[config.mk]
export PLATFORM = sky130hd
export DESIGN_NAME = fifo_ctrl_status
export DESIGN_NICKNAME = d
export VERILOG_FILES = /design/src/rtl/fifo_ctrl_status.sv
export SDC_FILE = /design/constraint.sdc
export NUM_CORES = 1
export LEC_CHECK = 0
export ABC_AREA = 1
export ABC_CLOCK_PERIOD_IN_PS = 2900
export CELL_PAD_IN_SITES_DETAIL_PLACEMENT = 0
export CELL_PAD_IN_SITES_GLOBAL_PLACEMENT = 1
export CORE_AREA = 2 2 101 103
export CTS_CLUSTER_DIAMETER = 30
export CTS_CLUSTER_SIZE = 16
export DETAILED_ROUTE_END_ITERATION = 10
export DIE_AREA = 0 0 103 105
export PLACE_DENSITY = 0.89
export RECOVER_POWER = 25
export SLEW_MARGIN = 25
export SYNTH_ARGS = -nofsm -noshare
export SYNTH_HDL_FRONTEND = slang
export SYNTH_SLANG_ARGS = --single-unit
[constraint.sdc]
create_clock -name clk -period 2.9 [get_ports clk]
set_clock_uncertainty 0.2 [all_clocks]
set_input_delay 0.58 -clock clk [delete_from_list [all_inputs] [get_ports clk]]
set_output_delay 0.58 -clock clk [all_outputs]
set_load 0.02 [all_outputs]
[src/rtl/fifo_ctrl_status.sv]
// FIFO controller: owns write/read pointers for an external synchronous dual-port RAM
// and reports occupancy, threshold flags and sticky overflow/underflow errors.
module fifo_ctrl_status #(
  parameter int ADDR_WIDTH   = 16,
  parameter int AFULL_LEVEL  = 65280,
  parameter int AEMPTY_LEVEL = 256
) (
  input  logic                  clk,
  input  logic                  rst,
  input  logic                  ff_en,
  input  logic                  push,
  input  logic                  pop,
  input  logic                  clr_err,
  output logic                  ff_we,
  output logic                  ff_re,
  output logic [ADDR_WIDTH-1:0] waddr,
  output logic [ADDR_WIDTH-1:0] raddr,
  output logic [ADDR_WIDTH:0]   count,
  output logic                  full,
  output logic                  empty,
  output logic                  almost_full,
  output logic                  almost_empty,
  output logic                  overflow,
  output logic                  underflow
);

  localparam logic [ADDR_WIDTH:0] AFULL_CNT  = AFULL_LEVEL[ADDR_WIDTH:0];
  localparam logic [ADDR_WIDTH:0] AEMPTY_CNT = AEMPTY_LEVEL[ADDR_WIDTH:0];

  logic [ADDR_WIDTH:0] wptr_reg;
  logic [ADDR_WIDTH:0] rptr_reg;
  logic                overflow_reg;
  logic                underflow_reg;
  logic                push_err;
  logic                pop_err;

  // Extra MSB distinguishes full from empty when the low address bits match.
  assign empty = (wptr_reg == rptr_reg);
  assign full  = (wptr_reg[ADDR_WIDTH-1:0] == rptr_reg[ADDR_WIDTH-1:0]) &&
                 (wptr_reg[ADDR_WIDTH] != rptr_reg[ADDR_WIDTH]);
  assign count = wptr_reg - rptr_reg;

  assign almost_full  = (count >= AFULL_CNT);
  assign almost_empty = (count <= AEMPTY_CNT);

  // No pass-through: acceptance looks only at registered state, never at the other port.
  // Requests in a reset cycle are ignored, so the RAM must not see an enable either.
  assign ff_we = ff_en & push & ~full  & ~rst;
  assign ff_re = ff_en & pop  & ~empty & ~rst;

  assign push_err = ff_en & push & full;
  assign pop_err  = ff_en & pop  & empty;

  assign waddr     = wptr_reg[ADDR_WIDTH-1:0];
  assign raddr     = rptr_reg[ADDR_WIDTH-1:0];
  assign overflow  = overflow_reg;
  assign underflow = underflow_reg;

  always_ff @(posedge clk) begin
    if (rst) begin
      wptr_reg      <= '0;
      rptr_reg      <= '0;
      overflow_reg  <= 1'b0;
      underflow_reg <= 1'b0;
    end else begin
      if (ff_we) wptr_reg <= wptr_reg + 1'b1;
      if (ff_re) rptr_reg <= rptr_reg + 1'b1;

      // A new error in the same cycle as clr_err keeps the flag set.
      if (push_err)     overflow_reg <= 1'b1;
      else if (clr_err) overflow_reg <= 1'b0;

      if (pop_err)      underflow_reg <= 1'b1;
      else if (clr_err) underflow_reg <= 1'b0;
    end
  end

endmodule

==> impl_metrics.py, run 1 <==
metrics = {
    "detailed_routing": {
        "route.detailed.wl_per_inst_um": 12.9,
        "vias_per_cell": 4.64,
        "ant_nets": 0,
        "drtPass1Iterations": 8,
        "vias": 4003,
        "drtIter0Drc": 155,
        "wl_um": 11100,
        "drcViolationCount": 0,
    },
    "timing": {
        "slew_headroom_pct": 75.3,
        "fin_ws_ns": -0.0750,
        "setup_tns_ns": -0.145,
        "hold_viol_final": 0,
        "setup_violations": 2,
        "max_freq_mhz": 336,
        "final.period_utilization_pct": 103,
        "min_period_ns": 2.97,
        "max_slew.worst_pin.slew_ns": 0.368,
        "report.final.slew_viol_count": 0,
        "rsz0062_at_grt": "true",
    },
    "setup_path": {
        "critPathLaunch": "wptr_reg[0]$_SDFFE_PP0P_",
        "max_stage_delay_ns": 0.40,
        "crit_fanout": 4,
        "start_kind": "flip-flop",
        "cpMostUsedCell": "nand2_1",
        "cp.arrival_ns": 2.19,
        "end_kind": "primary output",
        "path_buf_inv": 3,
        "critPathKind": "flip-flop to primary output",
        "cp_slowest_cell": "fa_2",
        "worstReg2RegStart": "rptr_reg[8]$_SDFFE_PP0P_",
        "cp.required_ns": 2.12,
        "crit_family": "simple AND/OR/NAND/NOR gates",
        "path_cells": "inv_2 > ha_4 > inv_2 > fa_2 > xor2_2 > nor3_2 > nand3_1 > nor2_1 > nand2_1 > nand2_1 > nand2_1 > nor2_2 > buf_6",
    },
    "pwr": {
        "power_density_nw_per_um2": 270,
        "internal_power_w": 0.000907,
        "power_w": 0.00141,
        "p_switching_w": 0.000498,
        "combPwrFrac_pct": 38.0,
        "leakage_nw": 2.53,
        "pwr-share-clk_pct": 26.2,
        "seq_power_share_pct": 35.8,
        "irDropWorstVdd_mv": 0.149,
        "switching_share_pct": 35.4,
    },
    "cts": {
        "cts.clk_slew.worst_paths_ns": 0.07,
        "clock-sinks": 36,
        "insertion_delay_ns": 0.30,
        "cts_tree": "built",
        "cts_inserted_buffers": 5,
        "cts.htree.levels": 2,
        "root_buffer": "clkbuf_8",
        "hold_buffers": 0,
        "cts_max_path_buffers": 2,
    },
    "grt": {
        "grt_util_all_layers_pct": 21.0,
        "grt_pass1_vias": 3889,
        "grt_overflow_total": 0,
        "grt_pass1_wl_um": 18200,
        "grt_antenna_before_repair": 0,
        "grt_max_degree": 23,
    },
    "cells_and_area": {
        "final_common_cell": "nand2_1",
        "drive_gt1_share_pct": 32.9,
        "final_cells": 863,
        "final_nets": 754,
        "final_cell_mix": "nand2_1, buf_4, inv_1",
        "fill_cells": 1004,
        "area_delta_synth_final_pct": 46.5,
        "diodes": 0,
    },
    "yosys": {
        "synth_warnings": 0,
        "yosys_register_bits": 36,
        "syn_nets": 627,
        "syn_area_um2": 3550,
        "synth_top_area_share_pct": 20.3,
        "async_reset_ff_share_pct": 0,
        "ys_seq_area_share_pct": 20.3,
        "synth_cell_types": 31,
        "yosysTopAreaCell": "dfxtp_1",
        "syn-instance-count": 602,
        "synth_ff_type": "dfxtp_1",
        "ys_top_cells_by_area": "dfxtp_1, nand2_1, inv_1",
        "synth_edf_count": 0,
        "syn_area_per_cell_um2": 5.90,
    },
    "run_status": {
        "status": "finished with violations",
        "violations": "setup timing",
    },
    "floorplanning": {
        "dieArea_um2": 10800,
        "row_count": 36,
        "core_um2": 9640,
        "start_util_pct": 36.9,
        "dieHeight_um": 105,
        "num_io_pins": 63,
        "die_w_um": 103,
    },
    "placement": {
        "io_buffers": 62,
        "place.gp.congestion": 0.882,
        "place_inst": 852,
        "dp_hpwl_um": 9060,
        "post-place-ws_ns": -0.373,
    },
    "job": {
        "drv_cap": 0,
    },
    "hold_path": {
        "min_path_type": "flip-flop to flip-flop",
        "hp-start": "overflow$_SDFFE_PP0P_",
    },
}
[metal layers]
| layer | share of wire [%] | routed length [um] | track usage, % |
|---|---|---|---|
| met4 | 1.4 | 153 | 4.98 |
| met2 | 49 | 5500 | 35.8 |
| met5 | 0 | 0 | 0 |
| met1 | 46 | 5160 | 28.1 |
| met3 | 2.8 | 311 | 2.01 |
[final cells by class]
| class | count | area (um2) | area share [%] |
|---|---|---|---|
| multi-input combinational | 420 | 2490 | 47.8 |
| clock buffer | 5 | 68.8 | 1.32 |
| tap | 133 | 166 | 3.20 |
| sequential | 36 | 736 | 14.1 |
| clock inverter | 3 | 18.8 | 0.360 |
| timing repair buffer | 160 | 1330 | 25.5 |
| inverter | 106 | 399 | 7.67 |
[path summary, 6_finish.rpt]
| check | end | slack, ns | cells past startpoint |
|---|---|---|---|
| min reg2reg | overflow$_SDFFE_PP0P_ | 0.28 | 2 |
| max reg2reg | rptr_reg[4]$_SDFFE_PP0P_ | 0.36 | 15 |
| min | overflow$_SDFFE_PP0P_ | 0.28 | 2 |
| max | almost_empty | -0.07 | 13 |
[synthesized netlist by cell type (2+ instances only)]
cell	instances
nor3_1	19
buf_4	32
clkbuf_1	3
and2_1	3
nand2_4	2
inv_1	100
a21oi_1	24
xnor2_1	6
ha_1	18
nand4_1	12
nor2_1	52
nor3b_1	3
a21oi_2	9
dfxtp_1	36
nor2_4	3
inv_2	5
nand2_1	191
buf_2	3
xor2_1	15
nand2_2	12
o21ai_0	8
nand3_1	37
[cells by family (layout without fill, tap and decap cells)]
logic type               Yosys count  count (layout)  synth area share [%]
adder cells (fa/ha/maj)           19              19                  6.90
AND/OR/NAND/NOR                  337             337                  41.1
XOR/XNOR                          21              21                  5.18
AO/OA/AOI/OAI                     43              43                  7.08
buffers and inverters            146             274                  19.5
flip-flops                        36              36                  20.3
[power by group through the flow]
stage	combinational [W]	sequential, W	clock [W]
floorplan	0.000270	0.000518	0
global placement	0.000508	0.000513	0
detailed placement	0.000513	0.000513	0
CTS	0.000501	0.000503	0.000371
global route	0.000583	0.000504	0.000398
finish	0.000534	0.000503	0.000368
[worst min-delay path: cells and delay by family, from the launching register on]
| family | cells | cell delay (ns) |
|---|---|---|
| simple gates | 1 | 0.06 |
| flops | 1 | 0.32 |
| compound gates | 1 | 0.06 |
[metrics by stage]
stage	hold slack (ns)	utilization (%)	area, um2
2_1_floorplan	0.253	-	3560
6_report	0.281	54.0	5210
3_3_place_gp	0.254	49.4	4760
3_5_place_dp	0.273	49.4	4760
4_1_cts	0.289	51.8	4990
5_1_grt	0.321	54.0	5210
[repair_timing]
| action | 4_1_cts | 5_1_grt |
|---|---|---|
| resized for setup | 98 | 80 |
| pin swaps | 14 | 32 |
| endpoints found under the hold margin | 0 | 0 |
| endpoints found under the setup margin | 21 | 19 |
| setup buffers | 1 | 2 |
(Power assumes the default switching activity.)
==> inputs of run 2 (changes only) <==
SKIP_LAST_GASP = 1   (was not set)
==> run 2 against run 1 <==
  * The run still ends with setup timing left
  * Clock-buffer cell count is the same
  * Utilization is 0.44 points lower
  * First-iteration DRC count rose by 17%
  * Critical path type unchanged
  * Critical endpoint unchanged
==> impl_metrics.py, run 2 (synthesized netlist as in run 1, its figures left out) <==
metrics = {
    "floorplanning": {
        "dieHeight_um": 105,
        "num_io_pins": 63,
        "die_w_um": 103,
        "start_util_pct": 36.9,
        "core_um2": 9640,
        "dieArea_um2": 10800,
        "row_count": 36,
    },
    "grt": {
        "grt_overflow_total": 0,
        "grt_pass1_vias": 3889,
        "grt_max_degree": 23,
        "grt_pass1_wl_um": 18200,
        "grt_util_all_layers_pct": 21.0,
        "grt_antenna_before_repair": 0,
    },
    "setup_path": {
        "crit_fanout": 4,
        "max_stage_delay_ns": 0.40,
        "cp.arrival_ns": 2.22,
        "cpMostUsedCell": "nand2_1",
        "end_kind": "primary output",
        "ff2ff_setup_slack_ns": 0.41,
        "path_cells": "inv_2 > ha_4 > inv_2 > fa_2 > xor2_2 > nor3_2 > nand3_1 > nor2_1 > nand2_1 > nand2_1 > nand2_1 > nor2_2 > buf_6",
        "critPathKind": "flip-flop to primary output",
        "cp.required_ns": 2.12,
        "cp_slowest_cell": "fa_2",
        "start_kind": "flip-flop",
    },
    "cells_and_area": {
        "area_delta_synth_final_pct": 45.3,
        "final_cell_mix": "nand2_1, buf_4, inv_1",
        "final_cells": 861,
        "fill_cells": 1009,
        "drive_gt1_share_pct": 32.6,
        "final_common_cell": "nand2_1",
        "final_nets": 752,
        "diodes": 0,
    },
    "timing": {
        "final.period_utilization_pct": 103,
        "slew_headroom_pct": 75.3,
        "fin_ws_ns": -0.0952,
        "hold_slack_ns": 0.285,
        "min_period_ns": 3.00,
        "report.final.slew_viol_count": 0,
        "setup_tns_ns": -0.164,
        "setup_violations": 2,
        "max_slew.worst_pin.slew_ns": 0.368,
        "hold_viol_final": 0,
        "max_freq_mhz": 334,
        "rsz0062_at_grt": "true",
    },
    "cts": {
        "cts.clk_slew.worst_paths_ns": 0.07,
        "cts.htree.levels": 2,
        "cts_max_path_buffers": 2,
        "cts_inserted_buffers": 5,
        "cts_tree": "built",
        "root_buffer": "clkbuf_8",
        "hold_buffers": 0,
        "clock-sinks": 36,
        "insertion_delay_ns": 0.30,
    },
    "pwr": {
        "pwr-share-clk_pct": 26.5,
        "combPwrFrac_pct": 37.4,
        "p_switching_w": 0.000498,
        "irDropWorstVdd_mv": 0.149,
        "switching_share_pct": 35.7,
        "leakage_nw": 2.52,
        "power_w": 0.00140,
        "seq_power_share_pct": 36.1,
        "power_density_nw_per_um2": 270,
        "internal_power_w": 0.000897,
    },
    "placement": {
        "post-place-ws_ns": -0.373,
        "place.gp.congestion": 0.882,
        "dp_hpwl_um": 9060,
        "place_inst": 852,
        "io_buffers": 62,
    },
    "detailed_routing": {
        "vias": 3978,
        "drtIter0Drc": 181,
        "vias_per_cell": 4.62,
        "route.detailed.wl_per_inst_um": 13.0,
        "drcViolationCount": 0,
        "ant_nets": 0,
        "wl_um": 11200,
        "drtPass1Iterations": 4,
    },
    "hold_path": {
        "min_path_type": "flip-flop to flip-flop",
    },
    "run_status": {
        "violations": "setup timing",
        "status": "finished with violations",
    },
    "job": {
        "drv_cap": 0,
    },
}
-- run 2: cell count changes in the layout (fill, tap and decap cells not counted), moves of 2 or more --
| cell | before | now |
|---|---|---|
| nand2_2 | 33 | 31 |
| clkbuf_2 | 3 | 5 |
| nand2_1 | 168 | 171 |
| nand3_2 | 7 | 9 |
| buf_6 | 10 | 5 |
| buf_4 | 96 | 99 |
-- run 2: final cells by class --
class                   count  area [um2]  share of cell area (%)
inverters                 106         399                    7.73
flip-flops and latches     36         734                    14.2
multi-input cells         420        2490                    48.2
well taps                 133         166                    3.22
repair buffers            158        1290                    24.9
clock inverters             3        18.8                   0.363
clock buffers               5        68.8                    1.33
-- run 2: final timing paths --
kind,from,endpoint,depth (start not counted)
hold / removal,overflow$_SDFFE_PP0P_,overflow$_SDFFE_PP0P_,2
setup reg to reg,rptr_reg[8]$_SDFFE_PP0P_,rptr_reg[4]$_SDFFE_PP0P_,15
hold reg to reg,overflow$_SDFFE_PP0P_,overflow$_SDFFE_PP0P_,2
setup / recovery,wptr_reg[0]$_SDFFE_PP0P_,almost_empty,13
-- run 2: critical path: cells and delay by family, from the launching register on --
family / cells / cell delay [ns]
fa+ha+maj: 2 / 0.52
simple gates: 7 / 0.68
xor+xnor: 1 / 0.18
buf+inv: 3 / 0.22
flops: 1 / 0.32
-- run 2: stage by stage --
stage / cell area, um2 / utilization, %
final: 5160 / 53.6
after global placement: 4760 / 49.4
after global routing: 5160 / 53.6
after detailed placement: 4760 / 49.4
after floorplan: 3560 / -
after CTS: 5000 / 51.8
-- run 2: routing by layer --
metal  GRT usage (%)  routed length, um  vias up
li1                -                  -     2077
met1            28.1               5180     1823
met2            35.8               5520       67
met5               0                  0        -
met3            2.01                293       11
met4            4.98                157        0
-- run 2: what timing repair did --
item | in CTS | in global routing
endpoints found under the hold margin | 0 | 0
resized for setup | 95 | 77
buffers inserted | 1 | 0
pin swaps | 14 | 23
setup endpoints to repair | 21 | 19
-- run 2: power groups by stage --
stage,Sequential [W],Clock [W],Combinational [W]
detailed placement,0.000513,0,0.000513
global placement,0.000513,0,0.000508
floorplan,0.000518,0,0.000270
CTS,0.000503,0.000371,0.000501
finish,0.000503,0.000370,0.000522
global route,0.000504,0.000398,0.000572
